## src/rtl/mem_port_arbiter.sv

```systemverilog
// Purpose : shares one memory port between fetch and the memory stage. Data wins unless fetch is starved.
// Latency : the grant is combinational in IDLE. rvalid is routed combinationally from mem_rvalid.
// Backpress: mem_ready=0 holds the selected request without a grant. Only one transaction is in flight.
// Optional : define MEM_ARB_PERF_EN to add the perf_conflict_cnt and perf_starve_cnt counters.
module mem_port_arbiter #(
    parameter int ADDR_W       = 32,
    parameter int DATA_W       = 32,
    parameter int STARVE_LIMIT = 4
) (
    input  logic                clk,
    input  logic                reset,
    input  logic                if_req,
    input  logic [ADDR_W-1:0]   if_addr,
    output logic                if_gnt,
    output logic                if_rvalid,
    output logic [DATA_W-1:0]   if_rdata,
    input  logic                d_req,
    input  logic                d_we,
    input  logic [DATA_W/8-1:0] d_be,
    input  logic [ADDR_W-1:0]   d_addr,
    input  logic [DATA_W-1:0]   d_wdata,
    output logic                d_gnt,
    output logic                d_rvalid,
    output logic [DATA_W-1:0]   d_rdata,
    output logic                mem_req,
    output logic                mem_we,
    output logic [DATA_W/8-1:0] mem_be,
    output logic [ADDR_W-1:0]   mem_addr,
    output logic [DATA_W-1:0]   mem_wdata,
    input  logic                mem_ready,
    input  logic                mem_rvalid,
    input  logic [DATA_W-1:0]   mem_rdata,
    output logic                stall_if,
    output logic                stall_mem
`ifdef MEM_ARB_PERF_EN
    ,
    output logic [31:0]         perf_conflict_cnt,
    output logic [31:0]         perf_starve_cnt
`endif
);

    localparam logic [3:0] LIMIT = 4'(STARVE_LIMIT);

    typedef enum logic {S_IDLE, S_WAIT} state_t;
    typedef enum logic [1:0] {OWN_NONE, OWN_IF, OWN_D} owner_t;

    state_t     state, state_nxt;
    owner_t     owner, owner_nxt;
    logic       owner_store, owner_store_nxt;
    logic [3:0] starve_cnt;
    logic       starved;

    // Fetch has waited through STARVE_LIMIT data grants and must win the next arbitration.
    assign starved = (starve_cnt == LIMIT);

    // Arbitration, port muxing and response routing. Everything is held at 0 while reset is low.
    always_comb begin
        state_nxt       = state;
        owner_nxt       = owner;
        owner_store_nxt = owner_store;
        mem_req         = 1'b0;
        mem_we          = 1'b0;
        mem_be          = '0;
        mem_addr        = '0;
        mem_wdata       = '0;
        if_gnt          = 1'b0;
        d_gnt           = 1'b0;
        if_rvalid       = 1'b0;
        if_rdata        = '0;
        d_rvalid        = 1'b0;
        d_rdata         = '0;
        if (reset) begin
            case (state)
                S_IDLE: begin
                    if (if_req && (starved || !d_req)) begin
                        // A fetch is a plain word read. Byte enables stay 0 because mem_we=0.
                        mem_req  = 1'b1;
                        mem_addr = if_addr;
                        if (mem_ready) begin
                            if_gnt          = 1'b1;
                            owner_nxt       = OWN_IF;
                            owner_store_nxt = 1'b0;
                            state_nxt       = S_WAIT;
                        end
                    end else if (d_req) begin
                        mem_req   = 1'b1;
                        mem_we    = d_we;
                        mem_be    = d_be;
                        mem_addr  = d_addr;
                        mem_wdata = d_wdata;
                        if (mem_ready) begin
                            d_gnt           = 1'b1;
                            owner_nxt       = OWN_D;
                            owner_store_nxt = d_we;
                            state_nxt       = S_WAIT;
                        end
                    end
                end
                S_WAIT: begin
                    if (mem_rvalid) begin
                        state_nxt = S_IDLE;
                        owner_nxt = OWN_NONE;
                        case (owner)
                            OWN_IF: begin
                                if_rvalid = 1'b1;
                                if_rdata  = mem_rdata;
                            end
                            OWN_D: begin
                                d_rvalid = 1'b1;
                                d_rdata  = owner_store ? '0 : mem_rdata;
                            end
                            default: ;
                        endcase
                    end
                end
                default: state_nxt = S_IDLE;
            endcase
        end
    end

    assign stall_if  = if_req & ~if_rvalid;
    assign stall_mem = d_req & ~d_rvalid;

    // State and owner registers. A reset drops any outstanding response.
    always_ff @(posedge clk) begin
        if (!reset) begin
            state       <= S_IDLE;
            owner       <= OWN_NONE;
            owner_store <= 1'b0;
        end else begin
            state       <= state_nxt;
            owner       <= owner_nxt;
            owner_store <= owner_store_nxt;
        end
    end

    // Count the data grants made while fetch waits. Clear when fetch is served or goes away.
    always_ff @(posedge clk) begin
        if (!reset) begin
            starve_cnt <= '0;
        end else if (!if_req || if_gnt) begin
            starve_cnt <= '0;
        end else if (d_gnt && (starve_cnt < LIMIT)) begin
            starve_cnt <= starve_cnt + 4'd1;
        end
    end

`ifdef MEM_ARB_PERF_EN
    // Count IDLE cycles with both requesters active, and fetch grants forced by starvation.
    always_ff @(posedge clk) begin
        if (!reset) begin
            perf_conflict_cnt <= '0;
            perf_starve_cnt   <= '0;
        end else begin
            if ((state == S_IDLE) && if_req && d_req)
                perf_conflict_cnt <= perf_conflict_cnt + 32'd1;
            if (if_gnt && d_req && starved)
                perf_starve_cnt <= perf_starve_cnt + 32'd1;
        end
    end
`endif

endmodule

```

## config.mk

```make
export PLATFORM = sky130hd
export DESIGN_NAME = mem_port_arbiter
export DESIGN_NICKNAME = d
export VERILOG_FILES = /design/src/rtl/mem_port_arbiter.sv
export SDC_FILE = /design/constraint.sdc
export NUM_CORES = 1
export LEC_CHECK = 0
export ABC_CLOCK_PERIOD_IN_PS = 1680
export CAP_MARGIN = 20
export CORE_AREA = 2 2 109 111
export DETAILED_ROUTE_END_ITERATION = 8
export DIE_AREA = 0 0 111 113
export SYNTH_ARGS = -nofsm -noshare
export SYNTH_HDL_FRONTEND = slang
export SYNTH_SLANG_ARGS = --single-unit
```

## constraint.sdc

```tcl
create_clock -name clk -period 1.68 [get_ports clk]
set_clock_uncertainty 0.1 [all_clocks]
set_input_delay 0.336 -clock clk [delete_from_list [all_inputs] [get_ports clk]]
set_output_delay 0.336 -clock clk [all_outputs]
set_load 0.05 [all_outputs]
```

==> Word-level counts from Yosys, hierarchy flattened <==
Cells that the tools add are included.
{ "totals": {"regBits": 8, "in_bits": 139, "output_inout_bits": 140, "elab_cells": 86} }
{ "classes": {"n_bitwise": 6, "n_reduce_logical": 10, "addsub": 1, "eq_ne": 6, "muxes": 58, "order_cmp": 1} }
{ "op_table": {"columns": ["operator", "n"], "rows": [
  ["$mux 32", 17],
  ["$mux 1", 30],
  ["$mux 4", 4],
  ["$mux 2", 5],
  ["$reduce_and 3->1", 2],
  ["$add 4x1->4 const B", 1],
  ["$eq 4x3->1 const B", 1],
  ["$lt 4x3->1 const B", 1],
  ["$ne 2x2->1 const B", 2],
  ["$not 1->1", 4],
  ["$pmux 2 s2", 1],
  ["$ne 3x3->1 const B", 1],
  ["$and 1x1->1", 2],
  ["$eq 2x1->1 const B", 1],
  ["$eq 2x2->1 const B", 1],
  ["$logic_and 1x1->1", 2],
  ["$logic_not 1->1", 2],
  ["$logic_or 1x1->1", 2],
  ["$pmux 1 s2", 1],
  ["$reduce_bool 2->1", 1],
  ["$reduce_or 2->1", 1]
]} }

==> Logic depth before layout (Yosys ltp) <==
{ "depth": {"word_depth": 8, "ltp_mapped": 7} }

==> Worst setup path after synthesis <==
Ideal clock, no wire load.
{ "synth_timing": {"path_type": "input to output", "startpoint": "input port reset", "endpoint": "output port stall_mem", "arrival_ps": 2461, "path_buffers": 1, "stages": 4, "path_slack_ps": -1217, "cell_sequence": "buf_2 -> nand3_2 -> nor3b_1 -> nor2b_1"} }
{ "synth_between": {"elab_chain_len": 3} }
{ "synth_lines": {"columns": ["element", "line_no", "rtl"], "rows": [
  ["start, declared", "11", "input logic reset,"],
  ["$mux 1", "72", "if (reset) begin"],
  ["net d_rvalid", "23", "output logic d_rvalid,"],
  ["$not 1->1", "122", "assign stall_mem = d_req & ~d_rvalid;"],
  ["$and 1x1->1", "122", null],
  ["end, declared", "34", "output logic stall_mem"]
]} }
The timed path passes the listed nets, and every way through them passes these cells.

==> Worst setup path after layout <==
{ "layout_timing": {"startpoint": "register starve_cnt[0]", "endpoint": "output port mem_addr[1]"} }
{ "layout_between": {"elab_chain_len": 6} }
{ "layout_lines": {"columns": ["element", "line_no", "rtl"], "rows": [
  ["start, declared", "50", "logic [3:0] starve_cnt;"],
  ["start signal, assigned", "144", "starve_cnt <= starve_cnt + 4'd1;"],
  ["$eq 4x3->1", "54", "assign starved = (starve_cnt == LIMIT);"],
  ["$logic_or 1x1->1", "75", "if (if_req && (starved || !d_req)) begin"],
  ["$logic_and 1x1->1", "75", null],
  ["$mux 32", "75", null],
  ["$mux 32", "73", "case (state)"],
  ["$mux 32", "72", null],
  ["end, declared", "28", "output logic [ADDR_W-1:0] mem_addr,"]
]} }
No other way between the ends.

==> results.md <==
- For the pin with the worst max-slew slack, the measured transition is 0.2864 ns.
- The startpoint identified for the worst register-to-register timing path is state$_SDFF_PN0_.
- The number of cell instances on the worst register-to-register path is 4.
- The clock reaches the later pin of the worst-skew pair after 0.23 ns.
- The finished cells cover 7356 um^2.
- The library cell with the largest summed area after synthesis is and2_1.
- The first-pass iteration count of the detailed router is 4.
- At the end of the flow the core is filled with cells to 65.26%.
- The number of buffers between clock root and the deepest sink is 2.
- After clock tree synthesis, the clock-pin slew on the worst setup and hold paths is 0.04 ns.
- The cell that appears most often on the critical path is buf_12.
- The first global-routing pass estimated 19890 um of wire.
- Together, buffers and inverters on the worst path number 5.
- The largest net degree at the start of global routing is 22.
- Data on the critical path arrives at its endpoint at 1.80 ns.
- After synthesis, the share of flip-flops with an asynchronous set or reset is 0%.
- Yosys attributes the largest share of cell area to and2_1 (26%), a22o_1 (18%), and3_1 (16%).
- The root buffer cell chosen for the clock tree is clkbuf_16.
- The worst hold path belongs to the class flop to flop.
- In this run the power spent charging and discharging nets is 764.4 uW.
- The detailed-route wire length per cell is 19.64 um.
- The endpoint of the worst register-to-register path is starve_cnt[1]$_SDFFE_PP0P_.
- The library cell contributing the largest single delay on the critical path is dfxtp_2.
- Measured against its own limit, the worst slew margin works out to 80.82%.
- During I/O placement, the number of pins put on the boundary was 279.
- The total of flip-flops plus latches after synthesis is 8.
- The top-area cell type share of the netlist area is 26.42%.
- The starting DRC count in detailed routing is 76.
- Summing over every cut layer, the via total after detailed routing is 3052.
- The final count of pins violating max slew is 0.
- The number of setup violations in the final report is 139.
- The max-cap check violation count is 0.
- The power share of the clock group is 19.2%.
- The worst hold path was traced through 2 stages.
- The worst hold path terminates at owner_store$_SDFFE_PN0P_.
- Yosys mapped a number of flops with a built-in enable equal to 0.
- The worst setup slack after layout is -0.5545 ns.
- After synthesis, the most frequently instantiated cells are and2_1 (66), and3_1 (39), a22o_1 (32).
- The mapped cell area is 1563 um^2.
- The detail route stage leaves a number of antenna-violating nets equal to 0.
- The overall routed net length is 13410 um.
- The die covers 12540 um^2.
- The timing-limited maximum frequency is 0.4475 GHz.
- The post-layout instance count excluding filler cells is 683.
- Setup total negative slack on the finished layout was measured at -59.24 ns.
- The global-route congestion overflow total is 0.
- The run finished, with violations left.
- The startpoint identified for the worst hold timing path is owner_store$_SDFFE_PN0P_.
- Summing the sequential cell areas from Yosys gives 10.25% of the chip area.
- Counting every sink on the clock net gives 8.
- The register-to-register path setup slack is 0.03 ns.
- The count of placed standard cells including taps is 638.
- The clock tree from TritonCTS is yes.
- The repair_antennas step left the layout with diodes totalling 0.
- The proportion of total power due to net switching is 36.18%.
- The count of nets after finishing is 683.
- The number of global-route vias before repair was 3290.
- Yosys mapped the design onto 34 distinct sky130hd cell types.
- The worst setup path is launched from a flop.
- The worst supply voltage drop on vdd is 0.2627 mV.
- Registers are responsible for 9.8% of the overall power.
- The width of the die is 111 um.
- Detailed placement finished with a half-perimeter wire length of 9090 um.
- By startpoint and endpoint, the worst setup path is classified as flop to output port.
- The worst path uses 133.0% of the clock period.
- The part of the power in combinational logic is 71.0%.
- The kind of capture point of the worst setup path is an output port.
- The count of buffers from port buffering is 278.
- The largest single stage delay on the critical path is 0.33 ns.
- In this run the static leakage power is 3.075 nW.
- Setup repair after global routing could not meet its margin everywhere.
- The final reports fail on setup timing.
- The die height is 113 um.
- The mean instance size in the synthesized netlist is 7.337 um^2.
- The overall track demand over capacity in global routing is 20.23%.
- The power density over cell area is 287.3 nW/um^2.
- The layout cell share with drive strength beyond 1 is 67.96%.
- At the worst endpoint, the required time is 1.24 ns.
- After floorplanning, the core was divided into 39 placement rows.
- The vias per cell is 4.469.
- The number of H-tree levels is 1.
- OpenSTA, run right after detailed placement, puts the worst setup slack at -0.6844 ns.
- The number of standard cells after synthesis is 213.
- At the end of routability-driven placement, the weighted congestion stood at 0.8217.
- Once the floorplan was initialized, standard cells occupied 13.86% of the core.
- The initial antenna violation count was 0.
- The internal power is 1.349 mW.
- The instance area after placement is 6148 um^2.
- Among cell families on the critical path, the largest total delay comes from buffers and inverters.
- The biggest fanout along the worst timing path is 8.
- For this run, design rule violations remaining after detail routing come to 0.
- The commonest register cell after synthesis is dfxtp_1.
- The number of nets handed over by synthesis was 354.
- The final hold violation count is 0.
- In this run, CTS created clock tree buffers numbering 3.
- From synthesis to final layout, the design area changed by 370.7%.
- The area of the core region is 11270 um^2.
- The minimum clock period is 2.234 ns.
- Among all cell types in the netlist, the one instantiated most often is and2_1.
- The number of warning messages in the yosys log is 0.
- The signal on the critical path passes through inv_2, ha_4, nand3b_1, a21oi_4, buf_6, buf_12, buf_16, a22o_4, buf_12.
## timing repair
action,in CTS,in global routing
cloned,19,1
setup buffers,20,8
resized for setup,117,39
setup endpoints to repair,142,144
pin swaps,45,28
hold buffers,0,0
## cell type report
class | count | area (um^2)
Sequential cell | 8 | 163.9
Tap cell | 143 | 178.9
Timing Repair Buffer | 343 | 5019
Inverter | 4 | 15.01
Clock buffer | 3 | 75.07
Multi-Input combinational cell | 182 | 1904
Fill cell | 852 | 3916
## state kept, by name, indices dropped and copies added (netlist names)
signal	flops
starve_cnt	4
owner_store	1
state	1
owner	2
## worst max path at each step
stage               slack (ns)           end                  startpoint  cells past startpoint
floorplan                -0.24   mem_addr[2]  starve_cnt[1]$_SDFFE_PP0P_                      7
global placement         -0.63  mem_addr[20]                       reset                      7
detailed placement       -0.68  mem_addr[28]                       reset                      7
CTS                      -0.58   mem_addr[1]  starve_cnt[0]$_SDFFE_PP0P_                      8
global route             -0.62   mem_addr[1]  starve_cnt[0]$_SDFFE_PP0P_                      9
finish                   -0.55   mem_addr[1]  starve_cnt[0]$_SDFFE_PP0P_                      9
## power groups by stage
| stage | combinational [mW] | clock [mW] | sequential, mW |
|---|---|---|---|
| finish | 1.50 | 0.406 | 0.207 |
| global route | 1.56 | 0.418 | 0.208 |
| CTS | 1.47 | 0.408 | 0.207 |
| detailed placement | 1.33 | 0 | 0.210 |
| global placement | 1.32 | 0 | 0.209 |
| floorplan | 0.582 | 0 | 0.211 |
## worst min-delay path: stages, from the launching register on
cell      delay [ns]
dfxtp_1         0.32
o21ai_0         0.08
a21boi_0        0.08
## placed cells by master, fill, tap and decap left out, types with 2 or more instances in the layout
master           synthesis  final
clkdlybuf4s50_1          0    134
buf_12                   0    119
and2_4                   1     69
and3_4                   0     39
buf_8                    0     29
buf_4                    0     23
a22o_4                   0     19
buf_6                    4     18
buf_16                   0     14
a22o_2                   0     13
dfxtp_1                  8      5
nor2b_1                  5      4
clkbuf_16                0      4
nand3b_1                 3      3
nor3b_4                  1      3
nand4_1                  3      3
dfxtp_2                  0      3
inv_2                    0      2
inv_1                    4      2
nand2b_1                 2      2
nand2_1                  2      2
o31ai_1                  2      2
a211oi_1                 2      2
clkdlybuf4s15_2          0      2
## per-layer routing
metal / up-vias / global-route usage [%] / share of wire [%]
met1: 1441 / 22.47 / 37
met2: 154 / 40.16 / 56
met5: - / 0 / 0
met4: 0 / 3.917 / 1.3
li1: 1444 / - / -
met3: 13 / 3.696 / 5.7
## kinds of logic (layout without fill, tap and decap cells)
group | Yosys count | after routing | synth area share, %
flops | 8 | 8 | 10.25
buf+inv | 26 | 350 | 8.806
compound gates | 45 | 45 | 23.78
fa+ha+maj | 2 | 2 | 1.601
simple gates | 132 | 135 | 55.56
## stage by stage
step | hold WS [ns] | total power, mW
floorplan | 0.3679 | 0.7936
global placement | 0.4107 | 1.533
detailed placement | 0.4330 | 1.545
CTS | 0.4360 | 2.083
global route | 0.4668 | 2.181
finish | 0.4380 | 2.113
No activity file was read; power rests on OpenSTA's default activity.
